===== config.mk =====
export PLATFORM = sky130hd
export DESIGN_NAME = regfile_scoreboard_flat
export DESIGN_NICKNAME = d
export VERILOG_FILES = /design/src/rtl/regfile_scoreboard_if.sv /design/src/rtl/regfile_scoreboard.sv /design/src/flat_wrapper.sv
export SDC_FILE = /design/constraint.sdc
export NUM_CORES = 2
export LEC_CHECK = 0
export BUFFER_PORTS_ARGS = -buffer_cell sky130_fd_sc_hd__buf_2
export CAP_MARGIN = 20
export CORE_MARGIN = 2
export CORE_UTILIZATION = 55
export CTS_BUF_LIST = sky130_fd_sc_hd__clkbuf_8
export DETAILED_ROUTE_END_ITERATION = 16
export PLACE_DENSITY_LB_ADDON = 0.2
export SYNTH_ARGS = -nofsm -noshare
export SYNTH_HDL_FRONTEND = slang
export SYNTH_SLANG_ARGS = --single-unit

===== constraint.sdc =====
create_clock -name clk -period 3.1 [get_ports clk]
set_clock_uncertainty 0.2 [all_clocks]
set_input_delay 0.155 -clock clk [delete_from_list [all_inputs] [get_ports clk]]
set_output_delay 0.155 -clock clk [all_outputs]
set_load 0.005 [all_outputs]

===== src/rtl/regfile_scoreboard_if.sv =====
// Writeback, decode-read and issue/kill bundle for regfile_scoreboard.
// The master drives the pipeline-side strobes and the slave is the register file.
interface regfile_scoreboard_if #(
    parameter int XLEN = 32
);
    logic            wr_en_in;
    logic [4:0]      rd_addr_in;
    logic [XLEN-1:0] rd_value_in;
    logic [4:0]      rs1_addr_in;
    logic [4:0]      rs2_addr_in;
    logic [XLEN-1:0] rs1_value_out;
    logic [XLEN-1:0] rs2_value_out;
    logic            issue_en_in;
    logic [4:0]      issue_rd_addr_in;
    logic            kill_en_in;
    logic [4:0]      kill_rd_addr_in;
    logic            rs1_busy_out;
    logic            rs2_busy_out;
    logic            hazard_stall_out;
    logic            pend_overflow_out;

    modport master (
        output wr_en_in, rd_addr_in, rd_value_in,
        output rs1_addr_in, rs2_addr_in,
        output issue_en_in, issue_rd_addr_in, kill_en_in, kill_rd_addr_in,
        input  rs1_value_out, rs2_value_out,
        input  rs1_busy_out, rs2_busy_out, hazard_stall_out, pend_overflow_out
    );

    modport slave (
        input  wr_en_in, rd_addr_in, rd_value_in,
        input  rs1_addr_in, rs2_addr_in,
        input  issue_en_in, issue_rd_addr_in, kill_en_in, kill_rd_addr_in,
        output rs1_value_out, rs2_value_out,
        output rs1_busy_out, rs2_busy_out, hazard_stall_out, pend_overflow_out
    );
endinterface


===== src/rtl/regfile_scoreboard.sv =====
// Integer register file with write-first bypass and per-register pending-write counters.
// Define REGFILE_CLEAR_ON_RESET_EN to also clear the register storage on reset.
module regfile_scoreboard #(
    parameter int NUM_REGS = 32,
    parameter int XLEN     = 32,
    parameter int PEND_W   = 2
) (
    input logic                 clk,
    input logic                 rst,
    regfile_scoreboard_if.slave rf_bus
);
    localparam int AW       = 5;
    localparam int PEND_MAX = (1 << PEND_W) - 1;

    logic [XLEN-1:0]   r_regs      [1:NUM_REGS-1];
    logic [PEND_W-1:0] r_pend      [1:NUM_REGS-1];
    logic [PEND_W-1:0] w_pend_next [1:NUM_REGS-1];
    logic              r_overflow;
    logic              w_overflow_hit;
    logic              w_wr_valid;
    logic [XLEN-1:0]   w_rs1_value;
    logic [XLEN-1:0]   w_rs2_value;
    logic              w_rs1_busy;
    logic              w_rs2_busy;
    int                w_sum;

    assign w_wr_valid = rf_bus.wr_en_in && (rf_bus.rd_addr_in != '0);

    // Without the clear option the array has no reset so it can map onto RAM.
    always_ff @(posedge clk) begin
`ifdef REGFILE_CLEAR_ON_RESET_EN
        if (rst) begin
            for (int r = 1; r < NUM_REGS; r++) begin
                r_regs[r] <= '0;
            end
        end else if (w_wr_valid) begin
            r_regs[rf_bus.rd_addr_in] <= rf_bus.rd_value_in;
        end
`else
        if (!rst && w_wr_valid) begin
            r_regs[rf_bus.rd_addr_in] <= rf_bus.rd_value_in;
        end
`endif
    end

    always_comb begin
        w_rs1_value = '0;
        if (rf_bus.rs1_addr_in != '0) begin
            if (w_wr_valid && (rf_bus.rd_addr_in == rf_bus.rs1_addr_in)) begin
                w_rs1_value = rf_bus.rd_value_in;
            end else begin
                w_rs1_value = r_regs[rf_bus.rs1_addr_in];
            end
        end
    end

    always_comb begin
        w_rs2_value = '0;
        if (rf_bus.rs2_addr_in != '0) begin
            if (w_wr_valid && (rf_bus.rd_addr_in == rf_bus.rs2_addr_in)) begin
                w_rs2_value = rf_bus.rd_value_in;
            end else begin
                w_rs2_value = r_regs[rf_bus.rs2_addr_in];
            end
        end
    end

    // A writeback retiring this cycle satisfies one pending write; issue/kill are ignored here.
    always_comb begin
        w_rs1_busy = 1'b0;
        w_rs2_busy = 1'b0;
        if (rf_bus.rs1_addr_in != '0) begin
            if (w_wr_valid && (rf_bus.rd_addr_in == rf_bus.rs1_addr_in)) begin
                w_rs1_busy = r_pend[rf_bus.rs1_addr_in] > PEND_W'(1);
            end else begin
                w_rs1_busy = r_pend[rf_bus.rs1_addr_in] != '0;
            end
        end
        if (rf_bus.rs2_addr_in != '0) begin
            if (w_wr_valid && (rf_bus.rd_addr_in == rf_bus.rs2_addr_in)) begin
                w_rs2_busy = r_pend[rf_bus.rs2_addr_in] > PEND_W'(1);
            end else begin
                w_rs2_busy = r_pend[rf_bus.rs2_addr_in] != '0;
            end
        end
    end

    // Net delta per register is -2..+1; clamp into [0, PEND_MAX].
    always_comb begin
        w_overflow_hit = 1'b0;
        w_sum          = 0;
        for (int r = 1; r < NUM_REGS; r++) begin
            w_sum = int'(r_pend[r])
                  + ((rf_bus.issue_en_in && (rf_bus.issue_rd_addr_in == AW'(r))) ? 1 : 0)
                  - ((w_wr_valid && (rf_bus.rd_addr_in == AW'(r))) ? 1 : 0)
                  - ((rf_bus.kill_en_in && (rf_bus.kill_rd_addr_in == AW'(r))) ? 1 : 0);
            if (w_sum < 0) begin
                w_pend_next[r] = '0;
            end else if (w_sum > PEND_MAX) begin
                w_pend_next[r] = PEND_W'(PEND_MAX);
                w_overflow_hit = 1'b1;
            end else begin
                w_pend_next[r] = PEND_W'(w_sum);
            end
        end
    end

    always_ff @(posedge clk) begin
        if (rst) begin
            for (int r = 1; r < NUM_REGS; r++) begin
                r_pend[r] <= '0;
            end
            r_overflow <= 1'b0;
        end else begin
            for (int r = 1; r < NUM_REGS; r++) begin
                r_pend[r] <= w_pend_next[r];
            end
            if (w_overflow_hit) begin
                r_overflow <= 1'b1;
            end
        end
    end

    assign rf_bus.rs1_value_out     = w_rs1_value;
    assign rf_bus.rs2_value_out     = w_rs2_value;
    assign rf_bus.rs1_busy_out      = w_rs1_busy;
    assign rf_bus.rs2_busy_out      = w_rs2_busy;
    assign rf_bus.hazard_stall_out  = w_rs1_busy | w_rs2_busy;
    assign rf_bus.pend_overflow_out = r_overflow;
endmodule


===== src/flat_wrapper.sv =====
// flat-port wrapper written by rule: the top's interface ports become plain ports
module regfile_scoreboard_flat 
#(
    parameter int NUM_REGS = 32,
    parameter int XLEN     = 32,
    parameter int PEND_W   = 2
)
  (clk, rst, rf_bus_wr_en_in, rf_bus_rd_addr_in, rf_bus_rd_value_in, rf_bus_rs1_addr_in, rf_bus_rs2_addr_in, rf_bus_issue_en_in, rf_bus_issue_rd_addr_in, rf_bus_kill_en_in, rf_bus_kill_rd_addr_in, rf_bus_rs1_value_out, rf_bus_rs2_value_out, rf_bus_rs1_busy_out, rf_bus_rs2_busy_out, rf_bus_hazard_stall_out, rf_bus_pend_overflow_out);
  regfile_scoreboard_if #(.XLEN(XLEN)) rf_bus_i ();
  input logic clk;
  input logic rst;
  input wire logic [$bits(rf_bus_i.wr_en_in)-1:0] rf_bus_wr_en_in;
  input wire logic [$bits(rf_bus_i.rd_addr_in)-1:0] rf_bus_rd_addr_in;
  input wire logic [$bits(rf_bus_i.rd_value_in)-1:0] rf_bus_rd_value_in;
  input wire logic [$bits(rf_bus_i.rs1_addr_in)-1:0] rf_bus_rs1_addr_in;
  input wire logic [$bits(rf_bus_i.rs2_addr_in)-1:0] rf_bus_rs2_addr_in;
  input wire logic [$bits(rf_bus_i.issue_en_in)-1:0] rf_bus_issue_en_in;
  input wire logic [$bits(rf_bus_i.issue_rd_addr_in)-1:0] rf_bus_issue_rd_addr_in;
  input wire logic [$bits(rf_bus_i.kill_en_in)-1:0] rf_bus_kill_en_in;
  input wire logic [$bits(rf_bus_i.kill_rd_addr_in)-1:0] rf_bus_kill_rd_addr_in;
  output wire logic [$bits(rf_bus_i.rs1_value_out)-1:0] rf_bus_rs1_value_out;
  output wire logic [$bits(rf_bus_i.rs2_value_out)-1:0] rf_bus_rs2_value_out;
  output wire logic [$bits(rf_bus_i.rs1_busy_out)-1:0] rf_bus_rs1_busy_out;
  output wire logic [$bits(rf_bus_i.rs2_busy_out)-1:0] rf_bus_rs2_busy_out;
  output wire logic [$bits(rf_bus_i.hazard_stall_out)-1:0] rf_bus_hazard_stall_out;
  output wire logic [$bits(rf_bus_i.pend_overflow_out)-1:0] rf_bus_pend_overflow_out;
  assign rf_bus_i.wr_en_in = rf_bus_wr_en_in;
  assign rf_bus_i.rd_addr_in = rf_bus_rd_addr_in;
  assign rf_bus_i.rd_value_in = rf_bus_rd_value_in;
  assign rf_bus_i.rs1_addr_in = rf_bus_rs1_addr_in;
  assign rf_bus_i.rs2_addr_in = rf_bus_rs2_addr_in;
  assign rf_bus_i.issue_en_in = rf_bus_issue_en_in;
  assign rf_bus_i.issue_rd_addr_in = rf_bus_issue_rd_addr_in;
  assign rf_bus_i.kill_en_in = rf_bus_kill_en_in;
  assign rf_bus_i.kill_rd_addr_in = rf_bus_kill_rd_addr_in;
  assign rf_bus_rs1_value_out = rf_bus_i.rs1_value_out;
  assign rf_bus_rs2_value_out = rf_bus_i.rs2_value_out;
  assign rf_bus_rs1_busy_out = rf_bus_i.rs1_busy_out;
  assign rf_bus_rs2_busy_out = rf_bus_i.rs2_busy_out;
  assign rf_bus_hazard_stall_out = rf_bus_i.hazard_stall_out;
  assign rf_bus_pend_overflow_out = rf_bus_i.pend_overflow_out;
  regfile_scoreboard #(.NUM_REGS(NUM_REGS), .XLEN(XLEN), .PEND_W(PEND_W)) u_core (.clk(clk), .rst(rst), .rf_bus(rf_bus_i));
endmodule

==> results.md <==
- Total nets after synthesis: 3515
- Initial antenna violation count: 9
- Sequential fraction of the synthesis area: 58.0%
- Setup-failing EPs final: 16
- Via-to-Cell Ratio: 6.93
- Synth Register Bits: between 1000 and 1500
- Overall power: 31.0 mW
- Final Cell Area: 62900 µm²
- Sink Count: 1055
- CTS clock-pin slew for the worst setup and hold paths: 0.06 ns
- Total Wirelength: between 150 and 200 mm
- Cell taking the most area after synthesis: edfxtp_1
- FF+latch area: about 31000 µm²
- Post-route DRC: 0
- GR Overflow Total: 0
- Core area: roughly 97000 µm²
- Placer Congestion: around 0.9
- Period utilization: 107%
- Worst setup margin: -0.211 ns
- Vias in the first global route: 36548
- Post-layout nets: 3971
- Maximum capacitance violations: 0
- TritonCTS buffer count: between 150 and 200
- DP HPWL: 106 mm
- Initial Util: between 50% and 60%
- CP Launch Type: flip-flop
- YS warnings: 0
- Status: finished with violations
- Ys flop type: edfxtp_1
- Worst Tran Pin Value: 1.10 ns
- DRT iter0 DRCs: 4663
- Io pins: 130
- Site Rows: 114
- Die Ht: 316 µm
- Crit path launch: u_core.r_regs[24][15]
- Reg-to-Reg End: u_core.rf_bus.pend_overflow_out
- Reg2reg start: u_core.r_pend[12][1]
- VDD IR max: around 0.00044 V
- Area contributors post-synth: edfxtp_1 (56%), mux4_2 (20%), ha_1 (2.9%)
- Arr. time, crit path: 2.96 ns
- Final hold vios: 2
- Worst-case clock buffer depth: 3
- Filler cells: around 6700
- Root Driver: clkbuf_8
- Max Fanout on Critical Path: 2
- CP Capture Type: output port
- H-tree Lvls: 4
- Post-synth EDFFs: 992
- CTS tree: done
- Minimum clock period: 3.31 ns
- Die W: 316 µm
- Fin Setup TNS: -1.88 ns
- Worst-Skew Late Latency: 0.88 ns
- Synthesized area: 53500 µm²
- IO buf count: 129
- Final ANT Viol Nets: 0
- Synth top area share: around 56%
- R2r worst-path depth: 10
- Total track usage: 35.2%
- Rel. slew slack: 26.8%
- Syn avg cell area: 16.2 µm²
- Die area: 99800 µm²
- Hold crit path type: in2reg
- Critical path class: reg2out
- Worst R2R Setup Slack: 0.44 ns
- Area taken by multi-input logic gates: 21400 µm²
- Cell count after synthesis: 3298
- Drt first pass iters: 6
- PwrDens: 494 nW/µm²
- Hold slack: -0.0268 ns
- Final slew viol count: 0
- Post-DP Area: 58200 µm²
- Static Leak: 22.0 nW
- Pin count of the biggest net entering global routing: 64
- Required @ worst endpoint: 2.74 ns
- Cell variety after synth: 60
- Area Overhead vs Synth: 17.5%
- Final Util: ~65%
- Unrepaired setup endpoints after global routing: yes
- First-pass GRT wire length: 249 mm
- Share of post-route cells with drive strength above 1: a little over a third
- Failing checks: negative hold slack, negative setup slack
- FMAX: 302 MHz
- Post-synth ARST share: 0%
- WL/cell: approximately 33 µm
- Worst Setup EP: rf_bus_rs1_value_out[15]
- Vias: 35912
## worst max-delay path, cell delays in order, from the launching register on
cell      delay (ns)
edfxtp_1        0.41
mux4_2          0.49
mux4_2          0.48
and3_1          0.17
a221o_1         0.37
buf_6           0.17
## state kept, by name, indices dropped and copies added, names as in the netlist
name	cells
u_core.rf_bus.pend_overflow_out	1
u_core.r_pend	62
u_core.r_regs	992
## area by class of cell
cell class | count | share of cell area (%)
Antenna cell | 9 | 0.0358
Sequential cell | 1055 | 49.4
Inverter | 191 | 1.14
Clock inverter | 143 | 1.33
Timing Repair Buffer | 534 | 7.69
Tap cell | 1276 | 2.54
Multi-Input combinational cell | 1800 | 34.1
Clock buffer | 172 | 3.77
## cells by family after synthesis
group	share of synthesized area, %
DFF	58.0
muxes	23.3
and+or+nand+nor	4.30
AOI/OAI and AO/OA	6.40
buffers and inverters	3.69
adders and majority gates	4.06
xor gates and xnor gates	0.164
## cells in the final DEF, fill, tap and decap left out, types with 108 or more instances in the layout
cell type	n
inv_1	237
mux4_2	471
nor2_1	146
nand2_1	167
mux2i_1	152
clkbuf_8	172
ha_1	124
buf_2	108
a211oi_1	159
buf_4	284
edfxtp_1	992
## power breakdown
group	switching, mW	internal, mW	leakage (nW)
registers	0.0882	15.7	9.44
clock network	5.79	5.74	1.82
logic	2.09	1.60	10.8
total	7.98	23.1	22.0
## per-layer routing
metal | GRT usage, % | wire length (µm)
met1 | 48.2 | 64200
met2 | 54.7 | 81000
met3 | 8.08 | 20100
met4 | 15.6 | 7670
met5 | 0 | 27
## cell usage after synthesis, types with 54 or more instances
| library cell | n |
|---|---|
| edfxtp_1 | 992 |
| mux4_2 | 471 |
| inv_1 | 188 |
| nor2_1 | 186 |
| a211oi_1 | 182 |
| nand2_1 | 170 |
| mux2i_1 | 154 |
| ha_1 | 124 |
| clkbuf_1 | 110 |
| buf_2 | 80 |
| dfxtp_1 | 63 |
| a21oi_1 | 59 |
| o22ai_1 | 54 |
## per-stage QoR
stage,cells,setup slack (ns)
final,5180,-0.211
after global routing,5176,-0.284
after CTS,5161,-0.269
after detailed placement,4793,-0.297
after global placement,4793,-0.237
after floorplan,3298,0.00240
## how the worst min path moves through the flow
stage / start / endpoint / slack [ns] / cells past startpoint
2_1_floorplan: rf_bus_rd_value_in[0] / u_core.r_regs[10][0] / 0.05 / 0
3_3_place_gp: rf_bus_rd_value_in[20] / u_core.r_regs[2][20] / 0.22 / 1
3_5_place_dp: rf_bus_rd_value_in[20] / u_core.r_regs[2][20] / 0.22 / 1
4_1_cts: rf_bus_rd_addr_in[1] / u_core.r_pend[17][0] / 0.007 / 8
5_1_grt: rf_bus_rd_addr_in[2] / u_core.r_pend[17][0] / 0.03 / 7
6_report: rf_bus_rd_addr_in[2] / u_core.r_pend[17][0] / -0.03 / 7
## what timing repair did
action                     4_1_cts  5_1_grt
pin swaps                       48       28
setup endpoints to repair       45       42
hold buffers                    51        0
gates resized for setup        135       50
buffers inserted                10       11
hold endpoints to repair      1066        0
gates cloned                     0        0
Power figures use the tool's default switching activity.
